`src/rtl/sfp_div_pkg.sv`:
```
// Shared types and defaults for the radix-4 restoring divider.
package sfp_div_pkg;

    localparam int unsigned DIV_WIDTH_DEF = 20;

    typedef enum logic [1:0] {
        IDLE = 2'd0,
        CALC = 2'd1,
        DONE = 2'd2
    } div_state_e;

endpackage

```
`src/rtl/sfp_div_r4_step.sv`:
```
// One radix-4 restoring iteration: pick the largest multiple of b that fits, retire two quotient bits.
module sfp_div_r4_step
    import sfp_div_pkg::*;
#(
    parameter int unsigned WIDTH = DIV_WIDTH_DEF
) (
    input  logic [WIDTH+1:0] pr,
    input  logic [WIDTH-1:0] dq,
    input  logic [WIDTH+1:0] b1,
    input  logic [WIDTH+1:0] b2,
    input  logic [WIDTH+1:0] b3,
    output logic [WIDTH+1:0] pr_next,
    output logic [WIDTH-1:0] dq_next
);

    localparam int unsigned PW = WIDTH + 2;

    logic [PW-1:0] sh;
    logic [1:0]    digit;

    always_comb begin
        // pr < b always, so shifting in two dividend bits never overflows PW bits
        sh      = PW'({pr, dq[WIDTH-1:WIDTH-2]});
        digit   = 2'd0;
        pr_next = sh;
        if (sh >= b3) begin
            digit   = 2'd3;
            pr_next = sh - b3;
        end else if (sh >= b2) begin
            digit   = 2'd2;
            pr_next = sh - b2;
        end else if (sh >= b1) begin
            digit   = 2'd1;
            pr_next = sh - b1;
        end
        dq_next = {dq[WIDTH-3:0], digit};
    end

endmodule

```
`src/rtl/sfp_div_r4_pipe.sv`:
```
// Iterative radix-4 divider with valid/ready handshake; two quotient bits per cycle, signed or unsigned.
module sfp_div_r4_pipe
    import sfp_div_pkg::*;
#(
    parameter int unsigned WIDTH     = DIV_WIDTH_DEF,
    parameter bit          SIGNED_EN = 1'b1
) (
    input  logic             clk,
    input  logic             rst,
    input  logic             in_valid,
    output logic             in_ready,
    input  logic [WIDTH-1:0] a,
    input  logic [WIDTH-1:0] b,
    input  logic             signed_mode,
    output logic             out_valid,
    input  logic             out_ready,
    output logic [WIDTH-1:0] quo,
    output logic [WIDTH-1:0] rem,
    output logic             dz
);

    localparam int unsigned PW    = WIDTH + 2;
    localparam int unsigned ITERS = WIDTH / 2;
    localparam int unsigned CNT_W = $clog2(ITERS);
    localparam logic [CNT_W-1:0] LAST = CNT_W'(ITERS - 1);

    div_state_e       state;
    logic [CNT_W-1:0] cnt;
    logic [PW-1:0]    pr;
    logic [WIDTH-1:0] dq;
    logic [PW-1:0]    b1;
    logic [PW-1:0]    b2;
    logic [PW-1:0]    b3;
    logic             a_msb;
    logic             b_msb;
    logic             smode;
    logic             b_zero;

    logic             s_in;
    logic [WIDTH-1:0] a_abs;
    logic [WIDTH-1:0] b_abs;
    logic             q_neg;
    logic             r_neg;
    logic [PW-1:0]    pr_nx;
    logic [WIDTH-1:0] dq_nx;

    assign in_ready = rst && (state == IDLE);

    // Operand magnitudes at capture; the most-negative value maps onto its unsigned magnitude.
    always_comb begin
        s_in  = SIGNED_EN && signed_mode;
        a_abs = (s_in && a[WIDTH-1]) ? -a : a;
        b_abs = (s_in && b[WIDTH-1]) ? -b : b;
        q_neg = smode && (a_msb ^ b_msb);
        r_neg = smode && a_msb;
    end

    sfp_div_r4_step #(.WIDTH(WIDTH)) u_step (
        .pr      (pr),
        .dq      (dq),
        .b1      (b1),
        .b2      (b2),
        .b3      (b3),
        .pr_next (pr_nx),
        .dq_next (dq_nx)
    );

    always_ff @(posedge clk) begin
        if (!rst) begin
            state     <= IDLE;
            cnt       <= '0;
            out_valid <= 1'b0;
            quo       <= '0;
            rem       <= '0;
            dz        <= 1'b0;
        end else begin
            case (state)
                IDLE: begin
                    if (in_valid) begin
                        pr     <= '0;
                        dq     <= a_abs;
                        b1     <= PW'(b_abs);
                        b2     <= PW'({b_abs, 1'b0});
                        b3     <= PW'({b_abs, 1'b0}) + PW'(b_abs);
                        a_msb  <= a[WIDTH-1];
                        b_msb  <= b[WIDTH-1];
                        smode  <= s_in;
                        b_zero <= (b == '0);
                        cnt    <= '0;
                        state  <= CALC;
                    end
                end
                CALC: begin
                    if (b_zero) begin
                        // dq still holds |a|; restoring its sign gives back the raw dividend
                        quo       <= '1;
                        rem       <= r_neg ? -dq : dq;
                        dz        <= 1'b1;
                        out_valid <= 1'b1;
                        state     <= DONE;
                    end else begin
                        pr  <= pr_nx;
                        dq  <= dq_nx;
                        cnt <= cnt + 1'b1;
                        if (cnt == LAST) begin
                            quo       <= q_neg ? -dq_nx : dq_nx;
                            rem       <= r_neg ? -pr_nx[WIDTH-1:0] : pr_nx[WIDTH-1:0];
                            dz        <= 1'b0;
                            out_valid <= 1'b1;
                            state     <= DONE;
                        end
                    end
                end
                DONE: begin
                    if (out_ready) begin
                        out_valid <= 1'b0;
                        state     <= IDLE;
                    end
                end
                default: state <= IDLE;
            endcase
        end
    end

endmodule

```
`config.mk`:
```
export PLATFORM = sky130hd
export DESIGN_NAME = sfp_div_r4_pipe
export DESIGN_NICKNAME = d
export VERILOG_FILES = /design/src/rtl/sfp_div_pkg.sv /design/src/rtl/sfp_div_r4_step.sv /design/src/rtl/sfp_div_r4_pipe.sv
export SDC_FILE = /design/constraint.sdc
export NUM_CORES = 1
export LEC_CHECK = 0
export ABC_AREA = 1
export BUFFER_PORTS_ARGS = -buffer_cell sky130_fd_sc_hd__buf_2
export CAP_MARGIN = 20
export CORE_ASPECT_RATIO = 0.8
export CORE_MARGIN = 8
export CORE_UTILIZATION = 45
export CTS_CLUSTER_SIZE = 12
export DETAILED_ROUTE_END_ITERATION = 8
export GPL_ROUTABILITY_DRIVEN = 0
export GPL_TIMING_DRIVEN = 0
export PLACE_DENSITY = 0.71
export SLEW_MARGIN = 25
export SYNTH_ARGS = -nofsm -noshare
export SYNTH_HDL_FRONTEND = slang
export SYNTH_SLANG_ARGS = --single-unit
```
`constraint.sdc`:
```
create_clock -name clk -period 4.14 [get_ports clk]
set_input_delay 0.207 -clock clk [delete_from_list [all_inputs] [get_ports clk]]
set_output_delay 0.207 -clock clk [all_outputs]
set_load 0.02 [all_outputs]
```
==> results of run 1 <==
==> metrics by stage <==
step	instances	setup TNS, ns	utilization (%)
after detailed placement	2279	-0.985	49.1
final	2320	0	51.5
after global routing	2320	0	51.5
after global placement	2277	-0.737	48.9
after CTS	2314	0	51.2
after floorplan	1826	0	-
==> cell usage in the layout (no fill, tap or decap), drive strengths merged, types with 28 or more instances in the layout <==
cell type  netlist  final
xnor2           39     39
edfxtp          85     85
nand2          459    459
dfxtp           48     48
nor3            28     28
buf             16    110
clkbuf          28     46
a21oi          127    127
xor2            56     56
nor2           202    202
nand3          157    157
inv            265    272
o21ai          122    122
ha              89     89
==> worst max-delay path by stage <==
stage	endpoint	slack, ns
after detailed placement	rem[16]	-0.21
after floorplan	b3[20]	0.83
after CTS	rem[16]	0.05
final	rem[16]	0.22
after global routing	rem[16]	0.009
after global placement	rem[16]	-0.17
==> where the power goes <==
part	switching, mW	internal [mW]	leakage [nW]	total (mW)
clock	0.666	0.776	0.258	1.44
combinational	1.31	0.667	5.30	1.98
sequential	0.0967	1.55	1.19	1.65
==> logic make-up after synthesis <==
kind of cell / Yosys count
xor gates and xnor gates: 95
adders and majority gates: 93
DFF: 133
and+or+nand+nor: 893
buffers and inverters: 309
muxes: 1
AOI/OAI and AO/OA: 302
==> final cells by class <==
| type | count | area (um^2) |
|---|---|---|
| Fill cell | 2739 | 13200 |
| Sequential cell | 133 | 3510 |
| Clock inverter | 15 | 116 |
| Tap cell | 364 | 455 |
| Inverter | 265 | 997 |
| Clock buffer | 17 | 425 |
| Timing Repair Buffer | 98 | 558 |
| Buffer | 44 | 236 |
| Multi-Input combinational cell | 1384 | 7670 |
==> state kept, by name, indices dropped and copies added, names as in the netlist <==
| signal | cells |
|---|---|
| a_msb | 1 |
| b2 | 19 |
| b3 | 22 |
| b_msb | 1 |
| b_zero | 1 |
| cnt | 4 |
| dq | 20 |
| dz | 1 |
| out_valid | 1 |
| pr | 20 |
| quo | 20 |
| rem | 20 |
| smode | 1 |
| state | 2 |
==> timing repair <==
action	in CTS	in global routing
hold endpoints to repair	3	0
setup buffers	0	6
hold buffers	3	0
setup endpoints to repair	7	10
resized for setup	4	6
cloned	0	0
pin swaps	1	2
==> layer usage <==
layer / vias up / global-route usage, %
met3: 90 / 6.35
met5: - / 0
met4: 0 / 9.58
met2: 655 / 33.8
li1: 6237 / -
met1: 5872 / 34.1
==> impl_metrics.json, run 1 <==
{
  "outcome": "finished, final reports clean",
  "min_period_ns": 3.92,
  "cp_common_cell": "nand3_1",
  "start_kind": "flop",
  "grt.total_usage_pct": 23.9,
  "grt_pass1_wl_mm": 63.0,
  "die_area_um2": 33100,
  "synth_area_um2": 12400,
  "fin_area_um2": 14000,
  "fmax_ghz": 0.255,
  "max_stage_delay_ns": 0.47,
  "crit_chain": "inv_4, ha_1, inv_2, fa_2, nand3_1, nand3_1, nand3_1, nand4_1, inv_2, clkbuf_4, nand3_1, nand2_2, ha_1, nand3_1, nor2_4, nand2_2, inv_1, nand3_1, nand2_1, nand3_1, nand3_1, a21oi_1",
  "grt_pass1_vias": 11977,
  "portBuffers": 87,
  "synth_compound_area_share_pct": 13.7,
  "rows": 54,
  "h-tree-depth": 4,
  "relSlewSlack_pct": 45.3,
  "synth-xor-area-share_pct": 6.72,
  "synthSimpleGateAreaFrac_pct": 31.6,
  "worstHoldStart": "b[0]",
  "r2r_start": "dq[18]",
  "reg2reg_slack_ns": 0.22,
  "crit_arrival_ns": 4.24,
  "wl_per_cell_um": 17.2,
  "antennaDiodeCount": 0,
  "highest_layer": "met4",
  "synthMuxAreaShare_pct": 0.0809,
  "drive_above_1_share_pct": 10.8,
  "setup_ws_ns": 0.217,
  "drv_slew": 0,
  "io_pins": 88,
  "wl_met1_mm": 17.8,
  "dr.pass1.iters": 6,
  "p_per_area_nw_per_um2": 363,
  "drv_cap": 0,
  "path_buf_inv": 5,
  "numCtsBuffers": 17,
  "cp_slowest_cell": "edfxtp_1",
  "fin_skew_ns": 0.0169,
  "setup_viol": 0,
  "netlist_instances": 1826,
  "hold_depth": 1,
  "syn_nets": 1964,
  "crit_family": "simple AND/OR/NAND/NOR gates",
  "synth_ff_type": "edfxtp_1",
  "cp.depth": 22,
  "dpl.hpwl_mm": 32.7,
  "finalHoldViolCount": 0,
  "synth_top_area_share_pct": 20.6,
  "cts_root_buffer": "clkbuf_16",
  "worst_pin_slew_ns": 0.817,
  "start_util_pct": 45.6,
  "synth_common_cells": "nand2_1, inv_1, nor2_1, nand3_1, a21oi_1",
  "cp.required_ns": 4.46,
  "dpl_worst_slack_ns": -0.207,
  "startpoint": "dq[18]",
  "wirelength_mm": 40.0,
  "ys_seq_area_share_pct": 28.4,
  "synth_top_area_cell": "edfxtp_1",
  "min_to": "b3[0]",
  "synth-async-reset-ratio_pct": 0,
  "critPathKind": "reg2reg",
  "synthMostInstantiatedCell": "nand2_1",
  "insertion_delay_ns": 0.44,
  "drcViolationCount": 0,
  "synth_area_per_cell_um2": 6.78,
  "clock-sinks": 133,
  "peakVddDrop_v": 0.000277,
  "antenna_found_initial": 0,
  "rsz0062_at_grt": "no",
  "reg2reg_to": "rem[16]",
  "fp.coreArea_um2": 27200,
  "wl_met3_mm": 4.87,
  "synthTopCellsByArea": "edfxtp_1, nand2_1, ha_1, inv_1, dfxtp_1",
  "synth_cell_type_count": 56,
  "synthAdderAreaFrac_pct": 9.64,
  "drt_iter0_markers": 1624,
  "endpoint_kind": "flop",
  "finalPower_mw": 5.07,
  "synth_top_family_by_area": "simple AND/OR/NAND/NOR gates",
  "grt_overflow": 0,
  "ys_warn_count": 0,
  "ant_nets": 0,
  "synth-seq-cells": 133,
  "power.leakage_nw": 6.75,
  "vias": 12854,
  "die_h_um": 164,
  "r2r_cells": 22,
  "synth_edf_count": 85,
  "cts_tree": "done",
  "grt_start_max_net_pins": 29,
  "worstPathMaxFanout": 10,
  "areaGrowthSynthToFinish_pct": 12.9,
  "path_clk_slew_ns": 0.07,
  "routed_via_density": 5.54,
  "nets": 2081,
  "die_w_um": 201,
  "wl_met2_mm": 15.9,
  "period_share_pct": 94.8,
  "placed_cell_area_um2": 13300,
  "worstHoldPathType": "in2reg",
  "holdWs_ns": 0.0144,
  "clockBufferDepth": 2
}
Note: power is estimated with default switching activity, not from simulation.
==> inputs of run 2 (changes only) <==
Settings changed: RECOVER_POWER from default to 25.
==> impl_metrics.json, run 2 (synthesis gave the netlist of run 1 again) <==
{
  "endpoint_kind": "flop",
  "dp.cells": 2279,
  "portBuffers": 87,
  "dpl.hpwl_mm": 32.7,
  "path_clk_slew_ns": 0.06,
  "clockBufferDepth": 2,
  "grt_overflow": 0,
  "drive_above_1_share_pct": 8.33,
  "grt_pass1_wl_mm": 63.0,
  "fin_setup_tns_ns": 0,
  "rsz0062_at_grt": "no",
  "insertion_delay_ns": 0.44,
  "die_w_um": 201,
  "vias": 12849,
  "h-tree-depth": 4,
  "violations": "max-capacitance violations, max-slew violations",
  "power.leakage_nw": 6.56,
  "nets": 2081,
  "routed_via_density": 5.54,
  "drcViolationCount": 0,
  "p_per_area_nw_per_um2": 364,
  "ant_nets": 0,
  "dr.pass1.iters": 6,
  "finalPower_mw": 5.07,
  "numCtsBuffers": 17,
  "outcome": "finished, violations left",
  "clock-sinks": 133,
  "antennaDiodeCount": 0,
  "crit_family": "simple AND/OR/NAND/NOR gates",
  "setup_viol": 0,
  "cts_root_buffer": "clkbuf_16",
  "path_buf_inv": 5,
  "worst_pin_slew_ns": 1.59,
  "placed_cell_area_um2": 13300,
  "grt.total_usage_pct": 23.9,
  "grt_pass1_vias": 11977,
  "max_stage_delay_ns": 0.47,
  "holdWs_ns": 0.0588,
  "worstPathMaxFanout": 10,
  "wirelength_mm": 40.1,
  "r2r_start": "dq[18]",
  "die_h_um": 164,
  "io_pins": 88,
  "rows": 54,
  "drv_slew": 18,
  "reg2reg_slack_ns": 0.22,
  "cp_common_cell": "nand3_1",
  "cts_tree": "done",
  "layout_common_cells": "nand2_1, inv_1, nor2_1",
  "critPathKind": "reg2reg",
  "die_area_um2": 33100,
  "cp.required_ns": 4.46,
  "crit_chain": "inv_4, ha_1, inv_2, fa_2, nand3_1, nand3_1, nand3_1, nand4_1, inv_2, clkbuf_4, nand3_1, nand2_2, ha_1, nand3_1, nor2_4, nand2_2, inv_1, nand3_1, nand2_1, nand3_1, nand3_1, a21oi_1",
  "grt_start_max_net_pins": 29,
  "crit_arrival_ns": 4.24,
  "relSlewSlack_pct": -6.18,
  "peakVddDrop_v": 0.000277,
  "drv_cap": 1,
  "final_common_cell": "nand2_1",
  "cp_slowest_cell": "edfxtp_1",
  "largest_reg_flops": 22,
  "wl_per_cell_um": 17.3,
  "areaGrowthSynthToFinish_pct": 12.4,
  "drt_iter0_markers": 1516,
  "antenna_found_initial": 0,
  "fp.coreArea_um2": 27200,
  "top_register": "b3",
  "fmax_ghz": 0.255,
  "fin_area_um2": 13900,
  "worstHoldStart": "out_ready",
  "start_kind": "flop",
  "startpoint": "dq[18]",
  "finalHoldViolCount": 0,
  "start_util_pct": 45.6,
  "min_period_ns": 3.92,
  "period_share_pct": 94.8,
  "layout.cells.non_filler": 2320,
  "fin_skew_ns": 0.0159,
  "worstHoldPathType": "in2reg"
}
run 2: cell count changes in the layout (fill, tap and decap cells not counted), sizes merged:
cell and delta:
clkbuf +47, buf -47
run 2: area by class of cell:
| cell class | count | area [um^2] |
|---|---|---|
| fill | 2758 | 13300 |
| timing repair buffer | 98 | 499 |
| multi-input combinational | 1384 | 7670 |
| inverter | 265 | 997 |
| clock buffer | 17 | 425 |
| tap | 364 | 455 |
| sequential | 133 | 3510 |
| buffer | 44 | 236 |
| clock inverter | 15 | 116 |
run 2: worst min-delay path, delay by kind of cell:
kind                   cells  cell delay [ns]
AOI/OAI and AO/OA          1             0.06
and+or+nand+nor            1             0.09
buffers and inverters      1             0.09
run 2: metrics by stage:
stage	utilization (%)	worst slack [ns]
floorplan	-	0.829
global route	51.2	0.00902
detailed placement	49.1	-0.207
CTS	51.2	0.0482
finish	51.2	0.217
global placement	48.9	-0.174
run 2: worst paths after layout:
| check | end | cells after the start |
|---|---|---|
| setup / recovery | rem[16] | 22 |
| hold / removal | state[1] | 3 |
| setup reg to reg | rem[16] | 22 |
| hold reg to reg | rem[0] | 2 |
run 2: routing by layer:
metal / wire (um) / share of wire (%) / up-vias / GRT usage (%)
li1: - / - / 6234 / -
met1: 18200 / 45 / 5867 / 34.1
met2: 15900 / 40 / 653 / 33.8
met3: 4620 / 12 / 95 / 6.35
met4: 1380 / 3.4 / 0 / 9.58
met5: 0 / 0 / - / 0
run 2: what timing repair did:
action                                  4_1_cts  5_1_grt
setup buffers                                 0        6
hold buffers                                  3        0
pin swaps                                     1        2
endpoints found under the hold margin         3        0
gates resized for setup                       4        6
endpoints found under the setup margin        7       10
run 2: power by group:
part | leakage [nW] | switching, mW | internal [mW]
clock | 0.258 | 0.668 | 0.777
sequential | 1.19 | 0.0972 | 1.55
combinational | 5.11 | 1.32 | 0.660
==> inputs of run 3 (changes only) <==
Settings changed: HOLD_SLACK_MARGIN from default to 0.06.
==> impl_metrics.json, run 3 (synthesis gave the netlist of run 1 again) <==
{
  "die_area_um2": 33100,
  "period_share_pct": 94.5,
  "die_h_um": 164,
  "grt_pass1_vias": 11986,
  "grt_pass1_wl_mm": 63.1,
  "top_register": "b3",
  "nets": 2083,
  "worstHoldStart": "b[18]",
  "dpl.hpwl_mm": 32.7,
  "highest_layer": "met4",
  "worstPathMaxFanout": 10,
  "peakVddDrop_v": 0.000278,
  "wl_met1_mm": 17.9,
  "dr.pass1.iters": 7,
  "crit_arrival_ns": 4.23,
  "largest_reg_flops": 22,
  "worst_pin_slew_ns": 1.57,
  "wl_met3_mm": 4.95,
  "power.leakage_nw": 6.57,
  "antenna_found_initial": 0,
  "io_pins": 88,
  "violations": "max-capacitance violations, max-slew violations",
  "rsz0062_at_grt": "no",
  "grt_overflow": 0,
  "grt_start_max_net_pins": 29,
  "rows": 54,
  "areaGrowthSynthToFinish_pct": 12.5,
  "wirelength_mm": 40.1,
  "r2r_start": "dq[18]",
  "cts_root_buffer": "clkbuf_16",
  "h-tree-depth": 4,
  "worstHoldPathType": "in2reg",
  "fp.coreArea_um2": 27200,
  "start_util_pct": 45.6,
  "seq_area_um2": 3510,
  "grt.total_usage_pct": 23.9,
  "critPathKind": "reg2reg",
  "dpl_worst_slack_ns": -0.207,
  "drv_cap": 1,
  "clock-sinks": 133,
  "path_clk_slew_ns": 0.06,
  "die_w_um": 201,
  "setup_ws_ns": 0.228,
  "startpoint": "dq[18]",
  "start_kind": "flop",
  "wl_per_cell_um": 17.3,
  "drive_above_1_share_pct": 8.32,
  "multi_input_area_um2": 7670,
  "drv_slew": 18,
  "vias": 12909,
  "portBuffers": 87,
  "min_period_ns": 3.91,
  "outcome": "finished, violations left",
  "wl_met2_mm": 15.9,
  "finalHoldViolCount": 0,
  "cp.required_ns": 4.46,
  "fmax_ghz": 0.256,
  "fin_skew_ns": 0.0152,
  "numCtsBuffers": 17,
  "clockBufferDepth": 2,
  "routed_via_density": 5.56,
  "fin_setup_tns_ns": 0,
  "fill_cells": 2755,
  "finalPower_mw": 5.07,
  "setup_viol": 0,
  "insertion_delay_ns": 0.44,
  "p_per_area_nw_per_um2": 364,
  "endpoint_kind": "flop",
  "drcViolationCount": 0,
  "relSlewSlack_pct": -5.36,
  "ant_nets": 0,
  "final_common_cell": "nand2_1",
  "cts_tree": "done",
  "drt_iter0_markers": 1622,
  "antennaDiodeCount": 0,
  "layout_common_cells": "nand2_1, inv_1, nor2_1"
}
==> run 3: worst paths after layout <==
kind,cells after the start,slack [ns],end
worst max-delay path,22,0.23,rem[16]
worst min-delay path,2,0.12,b_zero
worst max register to register,22,0.23,rem[16]
worst min register to register,2,0.47,rem[0]
==> run 3: layout make-up <==
| class | instances | area share [%] |
|---|---|---|
| tap | 364 | 3.27 |
| clock inverter | 15 | 0.835 |
| sequential | 133 | 25.2 |
| timing repair buffer | 100 | 3.73 |
| clock buffer | 17 | 3.05 |
| buffer | 44 | 1.70 |
| multi-input combinational | 1384 | 55.0 |
| inverter | 265 | 7.16 |
==> run 3: worst max-delay path, stage by stage (launching register included) <==
cell	delay [ns]
edfxtp_1	0.46
inv_4	0.14
ha_1	0.19
inv_2	0.10
fa_2	0.38
nand3_1	0.10
nand3_1	0.18
nand3_1	0.13
nand4_1	0.25
inv_2	0.22
clkbuf_4	0.23
nand3_1	0.10
nand2_2	0.16
ha_1	0.21
nand3_1	0.12
nor2_4	0.13
nand2_2	0.11
inv_1	0.07
nand3_1	0.10
nand2_1	0.13
nand3_1	0.09
nand3_1	0.10
a21oi_1	0.07
==> run 3: timing repair <==
item / CTS / global route
endpoints found under the setup margin: 7 / 10
resized for setup: 4 / 6
pin swaps: 1 / 2
hold endpoints to repair: 5 / 0
hold buffers: 5 / 0
setup buffers: 0 / 6
==> run 3: routing by layer <==
metal	vias to the layer above	GRT usage (%)
met5	-	0
met4	0	9.58
met3	87	6.41
met2	679	33.8
met1	5905	34.1
li1	6238	-
==> run 3: metrics by stage <==
step / hold WS, ns / util, % / cell area, um^2 / std cells
finish: 0.125 / 51.3 / 13900 / 2322
global route: 0.126 / 51.3 / 13900 / 2322
CTS: 0.102 / 51.3 / 13900 / 2316
detailed placement: 0.423 / 49.1 / 13300 / 2279
global placement: 0.434 / 48.9 / 13300 / 2277
floorplan: 0.306 / - / 12400 / 1826
==> run 3: where the power goes <==
group	internal [mW]	leakage [nW]	total, mW	switching [mW]
combinational	0.661	5.12	1.98	1.32
sequential	1.55	1.19	1.65	0.0975
clock	0.777	0.258	1.45	0.671
